**src/rtl/drum_step_sequencer_if.sv**
```systemverilog
// Control/trigger bundle for drum_step_sequencer.
//   master : control side; drives run, tempo, length, mutes and the pattern write port,
//            receives the trigger pulses and status strobes.
//   slave  : the sequencer itself.
// Signals:
//   run, step_period, last_step, mute          - transport, tempo and voice masking
//   pat_we, pat_voice, pat_step, pat_val       - synchronous pattern write port
//   trigger, step_idx, step_strobe, bar_strobe, playing - sequencer outputs
interface drum_step_sequencer_if #(
  parameter int unsigned VOICES = 4,
  parameter int unsigned STEPS  = 16,
  parameter int unsigned STEP_W = 4,
  parameter int unsigned PER_W  = 16
);
  localparam int unsigned VoiceW = (VOICES > 1) ? $clog2(VOICES) : 1;

  logic              run;
  logic [PER_W-1:0]  step_period;
  logic [STEP_W-1:0] last_step;
  logic [VOICES-1:0] mute;
  logic              pat_we;
  logic [VoiceW-1:0] pat_voice;
  logic [STEP_W-1:0] pat_step;
  logic              pat_val;
  logic [VOICES-1:0] trigger;
  logic [STEP_W-1:0] step_idx;
  logic              step_strobe;
  logic              bar_strobe;
  logic              playing;

  modport master (
    output run, step_period, last_step, mute, pat_we, pat_voice, pat_step, pat_val,
    input  trigger, step_idx, step_strobe, bar_strobe, playing
  );

  modport slave (
    input  run, step_period, last_step, mute, pat_we, pat_voice, pat_step, pat_val,
    output trigger, step_idx, step_strobe, bar_strobe, playing
  );
endinterface

```
**src/rtl/drum_step_sequencer.sv**
```systemverilog
// Pattern-driven drum step sequencer. Stores a VOICES x STEPS on/off pattern, advances one
// step every max(step_period,1) audio ticks while running, and emits registered one-tick
// trigger pulses per voice plus step/bar strobes.
// Ports:
//   audio_tick - sample-rate clock, all state on its rising edge
//   reset      - asynchronous, active-high; clears outputs, counter, state and pattern
//   ctrl_io    - slave side of drum_step_sequencer_if (controls, write port, outputs)
module drum_step_sequencer #(
  parameter int unsigned VOICES = 4,
  parameter int unsigned STEPS  = 16,
  parameter int unsigned STEP_W = 4,
  parameter int unsigned PER_W  = 16
) (
  input  logic                  audio_tick,
  input  logic                  reset,
  drum_step_sequencer_if.slave  ctrl_io
);

  typedef enum logic [0:0] {StIdle, StPlay} state_e;

  state_e            state_q, state_d;
  logic [PER_W-1:0]  cnt_q, cnt_d;
  logic [STEP_W-1:0] step_q, step_d;
  logic [VOICES-1:0] trig_q, trig_d;
  logic              step_strobe_q, step_strobe_d;
  logic              bar_strobe_q, bar_strobe_d;
  logic [STEPS-1:0]  pat_q [VOICES];

  logic              fire;
  logic [STEP_W-1:0] fire_step;
  logic [PER_W-1:0]  term_cnt;
  logic [VOICES-1:0] column;

  // A period of 0 behaves as 1, so the terminal count is 0 in both cases.
  assign term_cnt = (ctrl_io.step_period == '0) ? '0 : ctrl_io.step_period - PER_W'(1);

  // State register.
  always_ff @(posedge audio_tick or posedge reset) begin
    if (reset) begin
      state_q <= StIdle;
    end else begin
      state_q <= state_d;
    end
  end

  // Next-state logic.
  always_comb begin
    state_d = state_q;
    unique case (state_q)
      StIdle: if (ctrl_io.run)  state_d = StPlay;
      StPlay: if (!ctrl_io.run) state_d = StIdle;
      default: state_d = StIdle;
    endcase
  end

  // Fire decision and output/datapath next values.
  always_comb begin
    fire          = 1'b0;
    fire_step     = '0;
    cnt_d         = cnt_q;
    step_d        = step_q;
    trig_d        = '0;
    step_strobe_d = 1'b0;
    bar_strobe_d  = 1'b0;
    column        = '0;

    unique case (state_q)
      StIdle: begin
        if (ctrl_io.run) begin
          fire      = 1'b1;
          fire_step = '0;
        end
      end
      StPlay: begin
        if (!ctrl_io.run) begin
          // Stop, not pause: the next start begins at step 0.
          step_d = '0;
          cnt_d  = '0;
        end else if (cnt_q == term_cnt) begin
          fire      = 1'b1;
          fire_step = (step_q >= ctrl_io.last_step) ? '0 : step_q + STEP_W'(1);
        end else begin
          // Past a newly shortened terminal count this simply wraps at 2^PER_W.
          cnt_d = cnt_q + PER_W'(1);
        end
      end
      default: ;
    endcase

    for (int v = 0; v < int'(VOICES); v++) begin
      column[v] = pat_q[v][fire_step];
    end

    if (fire) begin
      trig_d        = column & ~ctrl_io.mute;
      step_strobe_d = 1'b1;
      bar_strobe_d  = (fire_step == '0);
      step_d        = fire_step;
      cnt_d         = '0;
    end
  end

  always_ff @(posedge audio_tick or posedge reset) begin
    if (reset) begin
      cnt_q         <= '0;
      step_q        <= '0;
      trig_q        <= '0;
      step_strobe_q <= 1'b0;
      bar_strobe_q  <= 1'b0;
    end else begin
      cnt_q         <= cnt_d;
      step_q        <= step_d;
      trig_q        <= trig_d;
      step_strobe_q <= step_strobe_d;
      bar_strobe_q  <= bar_strobe_d;
    end
  end

  // Pattern store; a fire at the same edge has already read the old cell (read-before-write).
  always_ff @(posedge audio_tick or posedge reset) begin
    if (reset) begin
      for (int v = 0; v < int'(VOICES); v++) begin
        pat_q[v] <= '0;
      end
    end else if (ctrl_io.pat_we && (int'(ctrl_io.pat_voice) < int'(VOICES))) begin
      pat_q[ctrl_io.pat_voice][ctrl_io.pat_step] <= ctrl_io.pat_val;
    end
  end

  assign ctrl_io.trigger     = trig_q;
  assign ctrl_io.step_idx    = step_q;
  assign ctrl_io.step_strobe = step_strobe_q;
  assign ctrl_io.bar_strobe  = bar_strobe_q;
  assign ctrl_io.playing     = (state_q == StPlay);

endmodule
```
**src/flat_wrapper.sv**
```systemverilog
// flat-port wrapper written by rule: the top's interface ports become plain ports
module drum_step_sequencer_flat 
#(
  parameter int unsigned VOICES = 4,
  parameter int unsigned STEPS  = 16,
  parameter int unsigned STEP_W = 4,
  parameter int unsigned PER_W  = 16
)
  (audio_tick, reset, ctrl_io_run, ctrl_io_step_period, ctrl_io_last_step, ctrl_io_mute, ctrl_io_pat_we, ctrl_io_pat_voice, ctrl_io_pat_step, ctrl_io_pat_val, ctrl_io_trigger, ctrl_io_step_idx, ctrl_io_step_strobe, ctrl_io_bar_strobe, ctrl_io_playing);
  drum_step_sequencer_if #(.VOICES(VOICES), .STEPS(STEPS), .STEP_W(STEP_W), .PER_W(PER_W)) ctrl_io_i ();
  input  logic audio_tick;
  input  logic reset;
  input wire logic [$bits(ctrl_io_i.run)-1:0] ctrl_io_run;
  input wire logic [$bits(ctrl_io_i.step_period)-1:0] ctrl_io_step_period;
  input wire logic [$bits(ctrl_io_i.last_step)-1:0] ctrl_io_last_step;
  input wire logic [$bits(ctrl_io_i.mute)-1:0] ctrl_io_mute;
  input wire logic [$bits(ctrl_io_i.pat_we)-1:0] ctrl_io_pat_we;
  input wire logic [$bits(ctrl_io_i.pat_voice)-1:0] ctrl_io_pat_voice;
  input wire logic [$bits(ctrl_io_i.pat_step)-1:0] ctrl_io_pat_step;
  input wire logic [$bits(ctrl_io_i.pat_val)-1:0] ctrl_io_pat_val;
  output wire logic [$bits(ctrl_io_i.trigger)-1:0] ctrl_io_trigger;
  output wire logic [$bits(ctrl_io_i.step_idx)-1:0] ctrl_io_step_idx;
  output wire logic [$bits(ctrl_io_i.step_strobe)-1:0] ctrl_io_step_strobe;
  output wire logic [$bits(ctrl_io_i.bar_strobe)-1:0] ctrl_io_bar_strobe;
  output wire logic [$bits(ctrl_io_i.playing)-1:0] ctrl_io_playing;
  assign ctrl_io_i.run = ctrl_io_run;
  assign ctrl_io_i.step_period = ctrl_io_step_period;
  assign ctrl_io_i.last_step = ctrl_io_last_step;
  assign ctrl_io_i.mute = ctrl_io_mute;
  assign ctrl_io_i.pat_we = ctrl_io_pat_we;
  assign ctrl_io_i.pat_voice = ctrl_io_pat_voice;
  assign ctrl_io_i.pat_step = ctrl_io_pat_step;
  assign ctrl_io_i.pat_val = ctrl_io_pat_val;
  assign ctrl_io_trigger = ctrl_io_i.trigger;
  assign ctrl_io_step_idx = ctrl_io_i.step_idx;
  assign ctrl_io_step_strobe = ctrl_io_i.step_strobe;
  assign ctrl_io_bar_strobe = ctrl_io_i.bar_strobe;
  assign ctrl_io_playing = ctrl_io_i.playing;
  drum_step_sequencer #(.VOICES(VOICES), .STEPS(STEPS), .STEP_W(STEP_W), .PER_W(PER_W)) u_core (.audio_tick(audio_tick), .reset(reset), .ctrl_io(ctrl_io_i));
endmodule
```
**config.mk**
```make
export PLATFORM = sky130hd
export DESIGN_NAME = drum_step_sequencer_flat
export DESIGN_NICKNAME = d
export VERILOG_FILES = /design/src/rtl/drum_step_sequencer_if.sv /design/src/rtl/drum_step_sequencer.sv /design/src/flat_wrapper.sv
export SDC_FILE = /design/constraint.sdc
export NUM_CORES = 1
export LEC_CHECK = 0
export BUFFER_PORTS_ARGS = -buffer_cell sky130_fd_sc_hd__buf_2
export CORE_MARGIN = 2
export CORE_UTILIZATION = 55
export CTS_CLUSTER_SIZE = 25
export DETAILED_ROUTE_END_ITERATION = 8
export PLACE_DENSITY = 0.77
export SETUP_SLACK_MARGIN = 0.02
export SLEW_MARGIN = 10
export SYNTH_ARGS = -nofsm -noshare
export SYNTH_HDL_FRONTEND = slang
export SYNTH_SLANG_ARGS = --single-unit
```
**constraint.sdc**
```tcl
create_clock -name audio_tick -period 2.7 [get_ports audio_tick]
set_input_delay 0.54 -clock audio_tick [delete_from_list [all_inputs] [get_ports audio_tick]]
set_output_delay 0.54 -clock audio_tick [all_outputs]
set_load 0.005 [all_outputs]
```
Yosys cells after proc, flatten, opt, wreduce, memory -nomap -nowiden
Cells that the tools add are included.
{"block": "totals", "register_bits": 91, "latch_bits": 0, "mem_count": 0, "word_cells": 65, "mem_bits_rw": 0, "rom_bits": 0}
{"block": "classes", "n_bitwise": 4, "addsub": 3, "eq_ne": 3, "reduce_logical": 7, "n_div": 0, "muxes": 32, "multipliers": 0, "shift": 0, "magnitude_cmp": 6}
{"cell": "2-to-1 mux 16 bit", "n": 6}
{"cell": "bitwise mux 64 bit", "n": 1}
{"cell": "demux 16 bit (select 2 bit)", "n": 1}
{"cell": "2-to-1 mux 4 bit", "n": 7}
{"cell": "adder 16 x 1 -> 16 bit (second input constant)", "n": 1}
{"cell": "binary-select mux 1 bit (select 4 bit)", "n": 4}
{"cell": "== test 16 bit", "n": 1}
{"cell": "zero test 16 bit", "n": 1}
{"cell": "subtractor 16 x 1 -> 16 bit (second input constant)", "n": 1}
{"cell": "< comparator 4 x 5 -> 1 bit (second input constant)", "n": 2}
{"cell": "2-to-1 mux 1 bit", "n": 10}
{"cell": "case mux 4 bit (2 select lines)", "n": 1}
{"cell": "adder 4 x 1 -> 4 bit (second input constant)", "n": 1}
{"cell": "bitwise AND 4 bit", "n": 1}
{"cell": "demux 1 bit (select 4 bit)", "n": 1}
{"cell": ">= comparator 4 x 1 -> 1 bit (second input constant)", "n": 1}
{"cell": ">= comparator 4 bit", "n": 1}
{"cell": "zero test 4 bit", "n": 1}
{"cell": "inverter 4 bit", "n": 1}
{"cell": "AND reduction 2 bit", "n": 2}
{"cell": ">= comparator 3 bit (second input constant)", "n": 1}
{"cell": "< comparator 3 x 1 -> 1 bit (second input constant)", "n": 1}
{"cell": "inequality test 3 x 2 -> 1 bit (second input constant)", "n": 1}
{"cell": "inverter 2 -> 3 bit", "n": 1}
{"cell": "5 further kinds", "n": 6}

Logic depth before layout (Yosys ltp)
{"block": "logic_depth", "word_depth": 10, "ltp_mapped": 14}

Worst setup path before layout
Ideal clock, no wire load.
{"block": "synth_timing", "path_kind": "in2reg", "from": "in ctrl_io_step_period[1]", "to": "reg u_core.trig_q[1] (netlist: u_core.ctrl_io.trigger[1])", "stages": 12, "setup_ps": 130, "path_buffers": 2, "slack_ps": -940, "required_ps": 2570, "arrival_time_ps": 3510, "cell_sequence": "or4_1 buf_2 or4_4 a221o_1 a211o_1 a32oi_2 and4_4 and3_1 buf_6 mux2_2 o221ai_1 o31ai_1"}
{"block": "synth_via", "elab_chain_cells": 10, "elab_cells_between_ends": 14, "classes_between": "1 x add/sub; 1 x eq/ne; 10 x mux; 1 x bitwise; 1 x reduce/logical"}
{"element": "start: declaration", "line_no": "flat_wrapper.sv:14", "rtl": "input wire logic [$bits(ctrl_io_i.step_period)-1:0] ctrl_io_step_period;"}
{"element": "subtractor 16 x 1 -> 16 bit or zero test 16 bit (tied branches)", "line_no": "drum_step_sequencer.sv:35", "rtl": "assign term_cnt = (ctrl_io.step_period == '0) ? '0 : ctrl_io.step_period - PER_W'(1);"}
{"element": "2-to-1 mux 16 bit *", "line_no": "drum_step_sequencer.sv:35"}
{"element": "== test 16 bit *", "line_no": "drum_step_sequencer.sv:79", "rtl": "end else if (cnt_q == term_cnt) begin"}
{"element": "2-to-1 mux 4 bit", "line_no": "drum_step_sequencer.sv:79"}
{"element": "2-to-1 mux 4 bit", "line_no": "drum_step_sequencer.sv:75", "rtl": "if (!ctrl_io.run) begin"}
{"element": "case mux 4 bit (2 select lines)", "line_no": "drum_step_sequencer.sv:67", "rtl": "unique case (state_q)"}
{"element": "binary-select mux 1 bit (select 4 bit)", "line_no": "drum_step_sequencer.sv:91", "rtl": "column[v] = pat_q[v][fire_step];"}
{"element": "2-to-1 mux 1 bit (not written as such)", "line_no": "drum_step_sequencer.sv:91"}
{"element": "bitwise AND 4 bit", "line_no": "drum_step_sequencer.sv:95", "rtl": "trig_d = column & ~ctrl_io.mute;"}
{"element": "2-to-1 mux 4 bit *", "line_no": "drum_step_sequencer.sv:94", "rtl": "if (fire) begin"}
{"element": "net u_core.trig_d[1]", "line_no": "drum_step_sequencer.sv:24", "rtl": "logic [VOICES-1:0] trig_q, trig_d;"}
{"element": "end signal: assignment", "line_no": "drum_step_sequencer.sv:113", "rtl": "trig_q <= trig_d;"}
{"element": "end: declaration", "line_no": "drum_step_sequencer.sv:24"}
The timed path passes the listed nets; every way through them passes the cells marked *. The select of a mux whose other input is x is not followed.
A chain may end at the register's enable or synchronous reset.

Final worst setup path
Same ends and word-level chain as after synthesis.

==> flow_metrics.tcl <==
set metrics [dict create \
    final_area_mm2 0.00695 \
    grt_pass1_vias 4976 \
    insertedDiodeCount 0 \
    path_clk_slew_ps 100 \
    worst_ep_required_time_ps 2950 \
    cts_sinks 91 \
    portBuffers 45 \
    p_per_area_mw_per_mm2 445 \
    grtUsageTotal_pct 29.1 \
    finalHoldViolCount 0 \
    cp_max_fo 6 \
    critPathCaptureType "flop" \
    vias 5081 \
    cts_buffers 9 \
    grt_pass1_wl_um 25200 \
    routed_wl_um 15500 \
    tns_ps -8960 \
    yosysWarnings 0 \
    start_util_pct 56.4 \
    synthCells 576 \
    synth-seq-cells 91 \
    htreeDepth 3 \
    power_switching_mw 0.889 \
    slew_viol_final 0 \
    critPathKind "in2reg" \
    cap_violations 0 \
    pwr-share-clk_pct 32.7 \
    first_iter_violations 323 \
    skew_ps 13.6 \
    finalCriticalPeriod_ps 3250 \
    max_freq_ghz 0.308 \
    wl_per_cell_um 18.7 \
    drtAntennaViolNets 0 \
    fp.dieH_um 104 \
    pwr-share-comb_pct 16.4 \
    row_count 36 \
    regArea_mm2 0.00228 \
    area_delta_synth_final_pct 26.0 \
    synth-edff-count 0 \
    drc 0 \
    hold_path_class "in2async" \
    pwr-share-seq_pct 50.9 \
    clock_path_buffers 2 \
    min_period_over_period_pct 120 \
    pin_count 46 \
    internal_power_mw 2.20 \
    synth.avg_cell_area_um2 9.57 \
    hold_buffers 0 \
    fin_ws_ps -549 \
    place_area_mm2 0.00647 \
    cp-start-kind "primary input" \
    outcome "finished with violations" \
    synth_flop_cell "dfrtp_1" \
    place.gp.congestion 0.956 \
    syn_nets 618 \
    seq_area_frac_synth_pct 41.3 \
    vias_per_cell 6.13 \
    worstMarginPinSlew_ps 976 \
    multi_input_area_mm2 0.00327 \
    clockRootBuffer "clkbuf_8" \
    drt_first_pass_iters 5 \
    clkLatencyLatePin_ps 380 \
    setup_viol 26 \
    rsz0062_at_grt "yes" \
    sw_frac_of_total_pct 28.7 \
    grt_max_degree 92 \
    nets 733 \
    fp.dieArea_mm2 0.0108 \
    leakagePower_nw 3.13 \
    cts_tree "built" \
    die_w_um 104 \
    netlist_area_mm2 0.00551 \
    arrival_ps 3500 \
    violations "setup timing" \
    hpwl_um 11100 \
    drive_gt1_share_pct 39.5 \
    ys_types 62 \
    dp_slack_ps -1220 \
    async_reset_ff_share_pct 100 \
    core_mm2 0.00977 \
    globalRoute.totalOverflow 0 \
    n_fill_cell 756 \
    antenna_found_initial 0 \
    ir_drop_mv 0.326 \
    relSlewSlack_pct 34.7 \
]
[cells in the mapped netlist (all sizes together), types with 9 or more instances]
| master | n | area, um^2 |
|---|---|---|
| a31oi | 9 | 56.3 |
| nand2b | 9 | 56.3 |
| mux2 | 65 | 732 |
| o21ai | 26 | 130 |
| nand2 | 77 | 289 |
| inv | 16 | 60.1 |
| nor4 | 11 | 68.8 |
| dfrtp | 91 | 2280 |
| a21oi | 22 | 110 |
| nor3 | 12 | 60.1 |
| o211ai | 9 | 72.6 |
| nor2 | 49 | 184 |
| mux2i | 11 | 110 |
| clkbuf | 25 | 93.8 |
| nand4 | 12 | 75.1 |
| nand3 | 13 | 65.1 |
[power groups by stage]
stage | clock network [mW] | registers, mW | logic [mW]
floorplan | 0 | 1.57 | 0.299
finish | 1.01 | 1.57 | 0.507
global placement | 0 | 1.59 | 0.458
global route | 1.07 | 1.58 | 0.553
detailed placement | 0 | 1.60 | 0.475
CTS | 1.02 | 1.57 | 0.496
[worst max-delay path, stage by stage]
cell      delay (ps)
buf_6            100
or4_4            530
or4_4            500
a221o_1          310
a211o_1          270
a32oi_2          180
and4_4           260
and3_4           260
mux2_4           320
o221ai_2         130
o31ai_1           90
[cells in the final DEF (no fill, tap or decap), types with 4 or more instances in the layout]
cell type and instances:
xnor2_1 8, o21ai_2 7, clkbuf_8 9, nand2_1 68
nor3_1 10, nor4_1 8, mux4_2 5, o21ai_0 8
nand2b_1 9, ha_1 7, or2_2 5, buf_6 9
buf_4 80, inv_1 15, xor2_1 8, nand2_2 6
a21o_1 6, a21oi_1 20, a31oi_1 9, o31ai_1 7
o21ai_1 11, nand3_1 12, buf_2 43, mux2i_1 11
nand4_1 12, nor2_1 47, mux2_2 64, or4_4 4
o211ai_1 8, dfrtp_1 91
[through the flow]
step	power, mW	hold slack [ps]	utilization (%)	std cells
after floorplan	1.87	445	-	576
after global placement	2.05	468	66.2	808
after detailed placement	2.07	463	66.2	808
after CTS	3.08	311	70.2	827
after global routing	3.21	339	71.1	829
final	3.09	283	71.1	829
[state kept, by name, summed over array words and instances, names as in the netlist]
register                    cells
u_core.ctrl_io.step_strobe      1
u_core.cnt_q                   16
u_core.ctrl_io.step_idx         4
u_core.pat_q                   64
u_core.ctrl_io.bar_strobe       1
u_core.ctrl_io.playing          1
u_core.ctrl_io.trigger          4
[area by class of cell]
class / count / area share [%]
clock buffer: 9 / 1.78
clock inverter: 7 / 1.33
inverter: 16 / 0.919
multi-input combinational: 439 / 47.0
sequential: 91 / 32.8
tap: 133 / 2.40
timing repair buffer: 134 / 13.8
[repair_timing]
item | in CTS | in global routing
buffers inserted | 3 | 2
endpoints found under the setup margin | 26 | 26
resized for setup | 40 | 17
cloned | 0 | 0
pin swaps | 13 | 15
[logic make-up (layout without fill, tap and decap cells)]
logic type	after synthesis	count (layout)	synth area share [%]
buf+inv	46	166	3.34
compound gates	107	107	13.0
fa+ha+maj	7	7	1.59
flops	91	91	41.3
mux	81	81	17.3
xor+xnor	18	18	3.36
simple gates	226	226	20.1
[worst paths after layout]
path / startpoint / to / slack (ps) / cells after the start
setup / recovery: ctrl_io_step_period[1] / u_core.ctrl_io.trigger[1]$_DFF_PP0_ / -550 / 11
hold / removal: reset / u_core.cnt_q[1]$_DFFE_PP0P_ / 280 / 3
min in group audio_tick: ctrl_io_run / u_core.ctrl_io.playing$_DFF_PP0_ / 400 / 1
setup reg to reg: u_core.cnt_q[2]$_DFFE_PP0P_ / u_core.ctrl_io.trigger[1]$_DFF_PP0_ / -270 / 10
max in group asynchronous: reset / u_core.ctrl_io.playing$_DFF_PP0_ / 2030 / 3
hold reg to reg: u_core.pat_q[52]$_DFFE_PP0P_ / u_core.pat_q[52]$_DFFE_PP0P_ / 510 / 1
[per-layer routing]
| metal | vias to the layer above | routed length, um | share of wire, % | track usage, % |
|---|---|---|---|---|
| li1 | 2327 | - | - | - |
| met1 | 2526 | 7120 | 46 | 44.4 |
| met2 | 207 | 7130 | 46 | 43.7 |
| met3 | 21 | 1030 | 6.6 | 4.32 |
| met4 | 0 | 180 | 1.2 | 7.63 |
| met5 | - | 0 | 0 | 0 |
Note: power is estimated with default switching activity, not from simulation.
